==> src/rtl/addepreamble_if.sv <==
// Nibble-stream bundle between the CRC-append stage, the preamble inserter and
// the MII transmitter. The master is the upstream/driver side; the slave is the
// preamble inserter.
interface addepreamble_if;
    logic       i_ce;
    logic       i_en;
    logic       i_cancel;
    logic       i_v;
    logic [3:0] i_d;
    logic       o_v;
    logic [3:0] o_d;
    logic       o_busy;
    logic       o_drop;

    modport master (
        output i_ce, i_en, i_cancel, i_v, i_d,
        input  o_v, o_d, o_busy, o_drop
    );

    modport slave (
        input  i_ce, i_en, i_cancel, i_v, i_d,
        output o_v, o_d, o_busy, o_drop
    );
endinterface

==> src/rtl/addepreamble.sv <==
// Ethernet TX preamble/SFD inserter with inter-frame gap enforcement.
// A 16-entry nibble delay line is preloaded with 14x 5, SFD and the first data
// nibble at frame start, so the data emerges 16 ce cycles later behind a full
// 15x 5 + D preamble. In bypass mode the input is simply registered.
module addepreamble #(
    parameter int unsigned IFG_NIBBLES = 24,
    parameter int unsigned LGIFG       = 5
) (
    input  logic           i_clk,
    input  logic           i_reset_n,
    addepreamble_if.slave  bus
);

    typedef enum logic [1:0] {StIdle, StFrame, StDrain, StGap} state_e;

    // Drain ends on the edge that emits the last valid nibble, so a full count
    // yields exactly IFG_NIBBLES idle cycles. Bypass frames end on the edge
    // where o_v already falls, so one count is removed there.
    localparam logic [LGIFG-1:0] GapFull  = LGIFG'(IFG_NIBBLES - 1);
    localparam logic [LGIFG-1:0] GapShort = LGIFG'(IFG_NIBBLES - 2);

    state_e           state_q, state_d;
    logic [15:0]      line_v_q, line_v_d;   // entry 0 is the next to be output
    logic [63:0]      line_d_q, line_d_d;
    logic             ov_q, ov_d;
    logic [3:0]       od_q, od_d;
    logic             bypass_q, bypass_d;
    logic [LGIFG-1:0] cnt_q, cnt_d;
    logic             ign_q, ign_d;         // ignoring a frame until i_v falls
    logic             prev_v_q, prev_v_d;   // i_v seen on the previous ce
    logic             drop_q, drop_d;
    logic             rise;

    assign rise = bus.i_v & ~prev_v_q;

    // Next-state, delay line and output register updates.
    always_comb begin
        state_d  = state_q;
        line_v_d = line_v_q;
        line_d_d = line_d_q;
        ov_d     = ov_q;
        od_d     = od_q;
        bypass_d = bypass_q;
        cnt_d    = cnt_q;
        ign_d    = ign_q;
        prev_v_d = prev_v_q;
        drop_d   = 1'b0;

        if (bus.i_ce) begin
            prev_v_d = bus.i_v;
            if (!bus.i_v) begin
                ign_d = 1'b0;
            end

            unique case (state_q)
                StIdle: begin
                    if (bus.i_v && !ign_q) begin
                        if (bus.i_cancel) begin
                            ign_d = 1'b1;
                        end else begin
                            bypass_d = ~bus.i_en;
                            state_d  = StFrame;
                            ov_d     = 1'b1;
                            if (bus.i_en) begin
                                od_d     = 4'h5;
                                line_v_d = 16'hffff;
                                line_d_d = {bus.i_d, 4'hd, {14{4'h5}}};
                            end else begin
                                od_d = bus.i_d;
                            end
                        end
                    end
                end

                StFrame: begin
                    if (bus.i_cancel) begin
                        line_v_d = '0;
                        ov_d     = 1'b0;
                        od_d     = 4'h0;
                        state_d  = StGap;
                        cnt_d    = GapFull;
                        ign_d    = bus.i_v;
                    end else if (bypass_q) begin
                        ov_d = bus.i_v;
                        od_d = bus.i_v ? bus.i_d : 4'h0;
                        if (!bus.i_v) begin
                            state_d = StGap;
                            cnt_d   = GapShort;
                        end
                    end else begin
                        line_v_d = {bus.i_v, line_v_q[15:1]};
                        line_d_d = {bus.i_d, line_d_q[63:4]};
                        ov_d     = line_v_q[0];
                        od_d     = line_d_q[3:0];
                        if (!bus.i_v) begin
                            state_d = StDrain;
                        end
                    end
                end

                StDrain: begin
                    if (bus.i_cancel) begin
                        line_v_d = '0;
                        ov_d     = 1'b0;
                        od_d     = 4'h0;
                        state_d  = StGap;
                        cnt_d    = GapFull;
                        ign_d    = bus.i_v;
                    end else begin
                        if (rise) begin
                            drop_d = 1'b1;
                            ign_d  = 1'b1;
                        end
                        line_v_d = {1'b0, line_v_q[15:1]};
                        line_d_d = {4'h0, line_d_q[63:4]};
                        ov_d     = line_v_q[0];
                        od_d     = line_d_q[3:0];
                        // Entry 0 is the last valid one: it goes out on this edge.
                        if (!line_v_q[1]) begin
                            state_d = StGap;
                            cnt_d   = GapFull;
                        end
                    end
                end

                StGap: begin
                    if (rise) begin
                        drop_d = 1'b1;
                        ign_d  = 1'b1;
                    end
                    ov_d = 1'b0;
                    od_d = 4'h0;
                    if (cnt_q == '0) begin
                        state_d = StIdle;
                    end else begin
                        cnt_d = cnt_q - 1'b1;
                    end
                end

                default: state_d = StIdle;
            endcase
        end
    end

    // State register with asynchronous active-low reset.
    always_ff @(posedge i_clk or negedge i_reset_n) begin
        if (!i_reset_n) begin
            state_q  <= StIdle;
            line_v_q <= '0;
            line_d_q <= '0;
            ov_q     <= 1'b0;
            od_q     <= 4'h0;
            bypass_q <= 1'b0;
            cnt_q    <= '0;
            ign_q    <= 1'b0;
            prev_v_q <= 1'b0;
            drop_q   <= 1'b0;
        end else begin
            state_q  <= state_d;
            line_v_q <= line_v_d;
            line_d_q <= line_d_d;
            ov_q     <= ov_d;
            od_q     <= od_d;
            bypass_q <= bypass_d;
            cnt_q    <= cnt_d;
            ign_q    <= ign_d;
            prev_v_q <= prev_v_d;
            drop_q   <= drop_d;
        end
    end

    assign bus.o_v    = ov_q;
    assign bus.o_d    = od_q;
    assign bus.o_busy = (state_q != StIdle);
    assign bus.o_drop = drop_q;

endmodule

==> src/flat_wrapper.sv <==
// flat-port wrapper written by rule: the top's interface ports become plain ports
module addepreamble_flat 
#(
    parameter int unsigned IFG_NIBBLES = 24,
    parameter int unsigned LGIFG       = 5
)
  (i_clk, i_reset_n, bus_i_ce, bus_i_en, bus_i_cancel, bus_i_v, bus_i_d, bus_o_v, bus_o_d, bus_o_busy, bus_o_drop);
  addepreamble_if bus_i ();
  input  logic i_clk;
  input  logic i_reset_n;
  input wire logic [$bits(bus_i.i_ce)-1:0] bus_i_ce;
  input wire logic [$bits(bus_i.i_en)-1:0] bus_i_en;
  input wire logic [$bits(bus_i.i_cancel)-1:0] bus_i_cancel;
  input wire logic [$bits(bus_i.i_v)-1:0] bus_i_v;
  input wire logic [$bits(bus_i.i_d)-1:0] bus_i_d;
  output wire logic [$bits(bus_i.o_v)-1:0] bus_o_v;
  output wire logic [$bits(bus_i.o_d)-1:0] bus_o_d;
  output wire logic [$bits(bus_i.o_busy)-1:0] bus_o_busy;
  output wire logic [$bits(bus_i.o_drop)-1:0] bus_o_drop;
  assign bus_i.i_ce = bus_i_ce;
  assign bus_i.i_en = bus_i_en;
  assign bus_i.i_cancel = bus_i_cancel;
  assign bus_i.i_v = bus_i_v;
  assign bus_i.i_d = bus_i_d;
  assign bus_o_v = bus_i.o_v;
  assign bus_o_d = bus_i.o_d;
  assign bus_o_busy = bus_i.o_busy;
  assign bus_o_drop = bus_i.o_drop;
  addepreamble #(.IFG_NIBBLES(IFG_NIBBLES), .LGIFG(LGIFG)) u_core (.i_clk(i_clk), .i_reset_n(i_reset_n), .bus(bus_i));
endmodule
==> config.mk <==
export PLATFORM = sky130hd
export DESIGN_NAME = addepreamble_flat
export DESIGN_NICKNAME = d
export VERILOG_FILES = /design/src/rtl/addepreamble_if.sv /design/src/rtl/addepreamble.sv /design/src/flat_wrapper.sv
export SDC_FILE = /design/constraint.sdc
export NUM_CORES = 1
export LEC_CHECK = 0
export ABC_CLOCK_PERIOD_IN_PS = 3300
export BUFFER_PORTS_ARGS = -buffer_cell sky130_fd_sc_hd__buf_2
export CAP_MARGIN = 25
export CORE_MARGIN = 4
export CORE_UTILIZATION = 45
export CTS_BUF_LIST = sky130_fd_sc_hd__clkbuf_4 sky130_fd_sc_hd__clkbuf_8
export DETAILED_ROUTE_END_ITERATION = 10
export PLACE_DENSITY = 0.59
export SLEW_MARGIN = 10
export SYNTH_ARGS = -nofsm -noshare
export SYNTH_HDL_FRONTEND = slang
export SYNTH_SLANG_ARGS = --single-unit
==> constraint.sdc <==
create_clock -name i_clk -period 3.3 [get_ports i_clk]
set_clock_uncertainty 0.15 [all_clocks]
set_input_delay 0.33 -clock i_clk [delete_from_list [all_inputs] [get_ports i_clk]]
set_output_delay 0.33 -clock i_clk [all_outputs]
set_load 0.03 [all_outputs]
Yosys cells after proc, flatten, opt, wreduce, memory -nomap -nowiden. Cells that the tools add are included.

Bits of input ports: 10. Output and inout bits: 7. RAM bits: 0. Memories: 0. Logic and storage cells: 99. Latch bits: 0. Bits in read-only memories: 0. Bits in registers: 96.

Magnitude comparators: 0. Multiply operators: 0. Mux-type cells: 56. $add $sub $neg: 1. Shift-type cells: 0. Eq/ne operators: 15. Bitwise operators: 4. Div/mod/pow operators: 0. Reduce and logical (&&, ||, !) cells: 13.

Operators with widths (count): 64-bit 2-to-1 mux (6); 64-bit one-hot mux with 3 select lines (1); 16-bit 2-to-1 mux (5); 16-bit one-hot mux with 3 select lines (1); 5-bit 2-to-1 mux (6); 4-bit 2-to-1 mux (7); 2-bit 2-to-1 mux (9); 6-bit AND reduction (3); 4-bit one-hot mux with 4 select lines (1); 15-bit 2-to-1 mux (1); 5-bit one-hot mux with 3 select lines (1); 1-bit 2-to-1 mux (14); 2-bit != test (second input constant) (6); 3-bit != test (second input constant) (3); 1-bit one-hot mux with 4 select lines (2); 2-bit one-hot mux with 4 select lines (1); 8-bit AND reduction (1); 3-bit nonzero test (2); 5-bit logical NOT (1); 5-bit by 1-bit subtractor with 5-bit output (second input constant) (1); 2-bit equality test (second input constant) (2); 2-bit by 1-bit != test with 1-bit output (second input constant) (2); 4-bit AND reduction (1); 3-bit by 2-bit != test with 1-bit output (second input constant) (1); 9 further kinds (11).

Longest topological paths before layout.
Depth after elaboration: 6. Gate-level depth with buffers: 10. Depth with buffers taken out: 6.

Worst setup path after synthesis. Ideal clock, no wire load.

Path type: register to register. Start point: register u_core.state_q[0]. End point: register u_core.line_d_q[0]. Setup time: 0.125 ns. Setup slack: 0.997 ns. Cell stages (with the launch flop): 11. Arrival: 2.028 ns. Path through: dfrtp_1 -> inv_1 -> ha_1 -> buf_6 -> or2_1 -> buf_6 -> a22oi_2 -> and3_4 -> buf_12 -> buf_12 -> mux2_4.

Word-level cells in the longest chain between the ends: 3. Elaborated cells on any way between the ends: 12. Those cells by class: eq/ne: 8; mux: 1; reduce/logical: 3.

RTL lines: start, declared (RTL line addepreamble.sv:22) `state_e state_q, state_d;`; start signal, assigned (RTL line addepreamble.sv:148) `state_q <= StIdle;`; start signal, assigned (RTL line addepreamble.sv:159) `state_q <= state_d;`; 2-bit by 1-bit equality test with 1-bit output (tied with other cells) (RTL line addepreamble.sv:55) `unique case (state_q)`; 2-bit != test (no line) (tied with other cells); 8-bit AND reduction (no line); end signal, assigned (RTL line addepreamble.sv:161) `line_d_q <= line_d_d;`; end, declared (RTL line addepreamble.sv:24) `logic [63:0] line_d_q, line_d_d;`.

Parallel ways exist; a longest one is shown, timed or not. A chain may end at the register's enable or synchronous reset.

Worst setup path after layout.
Start point: register u_core.state_q[0]. End point: register u_core.line_d_q[25].

The elaborated chain is that of the path after synthesis.

==> metrics.cfg <==
[outcome]
outcome = finished, final reports clean

[pwr]
p_total_uw = 5250
seq_power_share_pct = 35.6
powerDensity_mw_per_mm2 = 992
irDropWorstVdd_uv = 489
p_comb_share_pct = 50.1
p_leak_uw = 0.00261
power.switching_uw = 2080
switching_share_pct = 39.6
pwr-share-clk_pct = 14.3
intPower_uw = 3170

[timing]
setup_viol = 0
period_share_pct = 81.1
max_freq_ghz = 0.373
min_period_ns = 2.68
setup_tns_ns = 0
drv_slew = 0
finalHoldViolations = 0
slew_headroom_pct = 45.1
worst_pin_slew_ns = 0.821
rsz0062_at_grt = false

[worst_setup_path]
path_delay_family = simple AND/OR/NAND/NOR gates
cp_num_buf_inv = 2
cp_slowest_cell = and3_4
timing.setup.critical_path_class = flip-flop to flip-flop
max_stage_delay_ns = 0.47
path_cells = inv_1, ha_1, or2_2, a22oi_2, and3_4, buf_12, mux2_1
crit_required_ns = 3.39
startpoint_type = flip-flop
cp-end-kind = flip-flop
crit_fanout = 24
arrival_ns = 2.77

[grt]
grt_pass1_vias = 3056
grt-ovfl-total = 0
antenna_found_initial = 0
grt_usage_pct = 14.4
grt_max_degree = 69
grt_pass1_wl_um = 15200

[clock_network]
hold_buffers = 1
ctsResizeCount = 0
cts.sinks = 96
clk_pin_slew_ns = 0.09
numCtsBuffers = 9
cts_tree = done
cts_max_level = 3
cts_setup_buffers = 0
cts-root-buf = clkbuf_8
clock_latency_ns = 0.36
clockBufferDepth = 2

[route]
drt-initial-drc-count = 264
remaining_drc_errors = 0
drtPass1Iterations = 4
vias = 3086
vias_per_cell = 5.22
wl_per_cell_um = 14.6
antenna_left = 0
wl_um = 8640

[placed_design]
io_buffers = 16
dp_hpwl_um = 5340
placedCellCount = 574
gp_congestion = 0.808

[final_layout]
layoutNonFillerInstCount = 591
syn2layout_area_growth_pct = 5.97
drive_gt1_share_pct = 24.8
final_nets = 462
n_antenna_cell = 0

[floorplan]
die_y_um = 113
dieArea_mm2 = 0.0128
start_util_pct = 46.0
die_x_um = 113
ioPinCount = 17
fp-row-count = 38
core_area_mm2 = 0.0108

[yosys]
synth_top_area_share_pct = 48.2
synth.most_common_cell = nand2_1
synth_area_leaders = dfrtp_1 (48%), mux2_4 (17%), nand2_1 (8.1%)
avgSynthCellArea_um2 = 11.3
seq_area_frac_synth_pct = 48.2
async_flop_share_pct = 100
synth_area_leader_cell = dfrtp_1
ys.flop_type = dfrtp_1
yosysWarningCount = 0
synth_cell_type_count = 47
netlist_area_mm2 = 0.00499
syn_inst = 440
synth_edf_count = 0
ys_ff_latch = 96
synth_common_cells = nand2_1 (108), dfrtp_1 (96), mux2_4 (56), and3_1 (30), clkbuf_1 (18)
synthesis.nets = 456

[worst_hold_path]
hold_class = primary input to flip-flop

[run]
maxCapViolCount = 0

routing by layer:
| metal | wire (µm) | share of wire, % | global-route usage (%) | vias up |
|---|---|---|---|---|
| li1 | - | - | - | 1496 |
| met1 | 4600 | 53 | 21.0 | 1541 |
| met2 | 3650 | 42 | 21.6 | 36 |
| met3 | 255 | 3.0 | 2.67 | 13 |
| met4 | 138 | 1.6 | 5.29 | 0 |
| met5 | 0 | 0 | 0 | - |
registers in the layout, summed over array words and instances, names as in the netlist, 2 cells and up:
register,count
u_core.line_v_q,16
u_core.bus.o_d,4
u_core.state_q,2
u_core.cnt_q,5
u_core.line_d_q,64
logic make-up after synthesis:
kind of cell / share of synthesized area (%)
buffers and inverters: 6.00
DFF: 48.2
AOI/OAI and AO/OA: 6.32
muxes: 22.6
and+or+nand+nor: 15.4
adders and majority gates: 1.51
final cells by class:
class                   instances  area, µm²
clock buffers                  14        180
clock inverters                 2       12.5
fillers                       974       5560
inverters                      17       63.8
multi-input cells             299       2290
flip-flops and latches         96       2400
well taps                     140        175
repair buffers                 23        163
per-stage QoR:
step | setup WS, ns | hold slack (ns) | instance area (µm²) | utilization [%]
3_3_place_gp | 0.709 | 0.247 | 5080 | 46.9
6_report | 0.623 | 0.0758 | 5290 | 48.8
5_1_grt | 0.463 | 0.0664 | 5290 | 48.8
2_1_floorplan | 0.997 | -0.116 | 4990 | -
3_5_place_dp | 0.629 | 0.252 | 5080 | 46.9
4_1_cts | 0.605 | 0.0551 | 5290 | 48.8
power groups by stage:
stage / sequential [µW] / clock, µW / combinational, µW
2_1_floorplan: 1870 / 0 / 2290
3_3_place_gp: 1870 / 0 / 2600
3_5_place_dp: 1880 / 0 / 2660
4_1_cts: 1860 / 776 / 2670
5_1_grt: 1920 / 821 / 2950
6_report: 1870 / 752 / 2630
placed cells by master, fill, tap and decap left out, drive strengths merged, types with 7 or more instances in the layout:
cell type and n:
dfrtp 96, buf 22, clkbuf 14, a21oi 9, nand2 108, nor2 7, mux2 77, and3 31
inv 17
final timing paths:
kind	startpoint	end	slack, ns	depth (start not counted)
worst min-delay path	bus_i_ce	u_core.prev_v_q	0.08	2
worst max register to register	u_core.state_q[0]	u_core.line_d_q[25]	0.62	7
worst max-delay path	u_core.state_q[0]	u_core.line_d_q[25]	0.62	7
min in group asynchronous	i_reset_n	u_core.line_d_q[29]	0.38	2
max in group asynchronous	i_reset_n	u_core.bus.o_d[2]	1.85	3
worst min register to register	u_core.bus.o_d[2]	u_core.bus.o_d[2]	0.33	2
No activity file was read; power rests on OpenSTA's default activity.
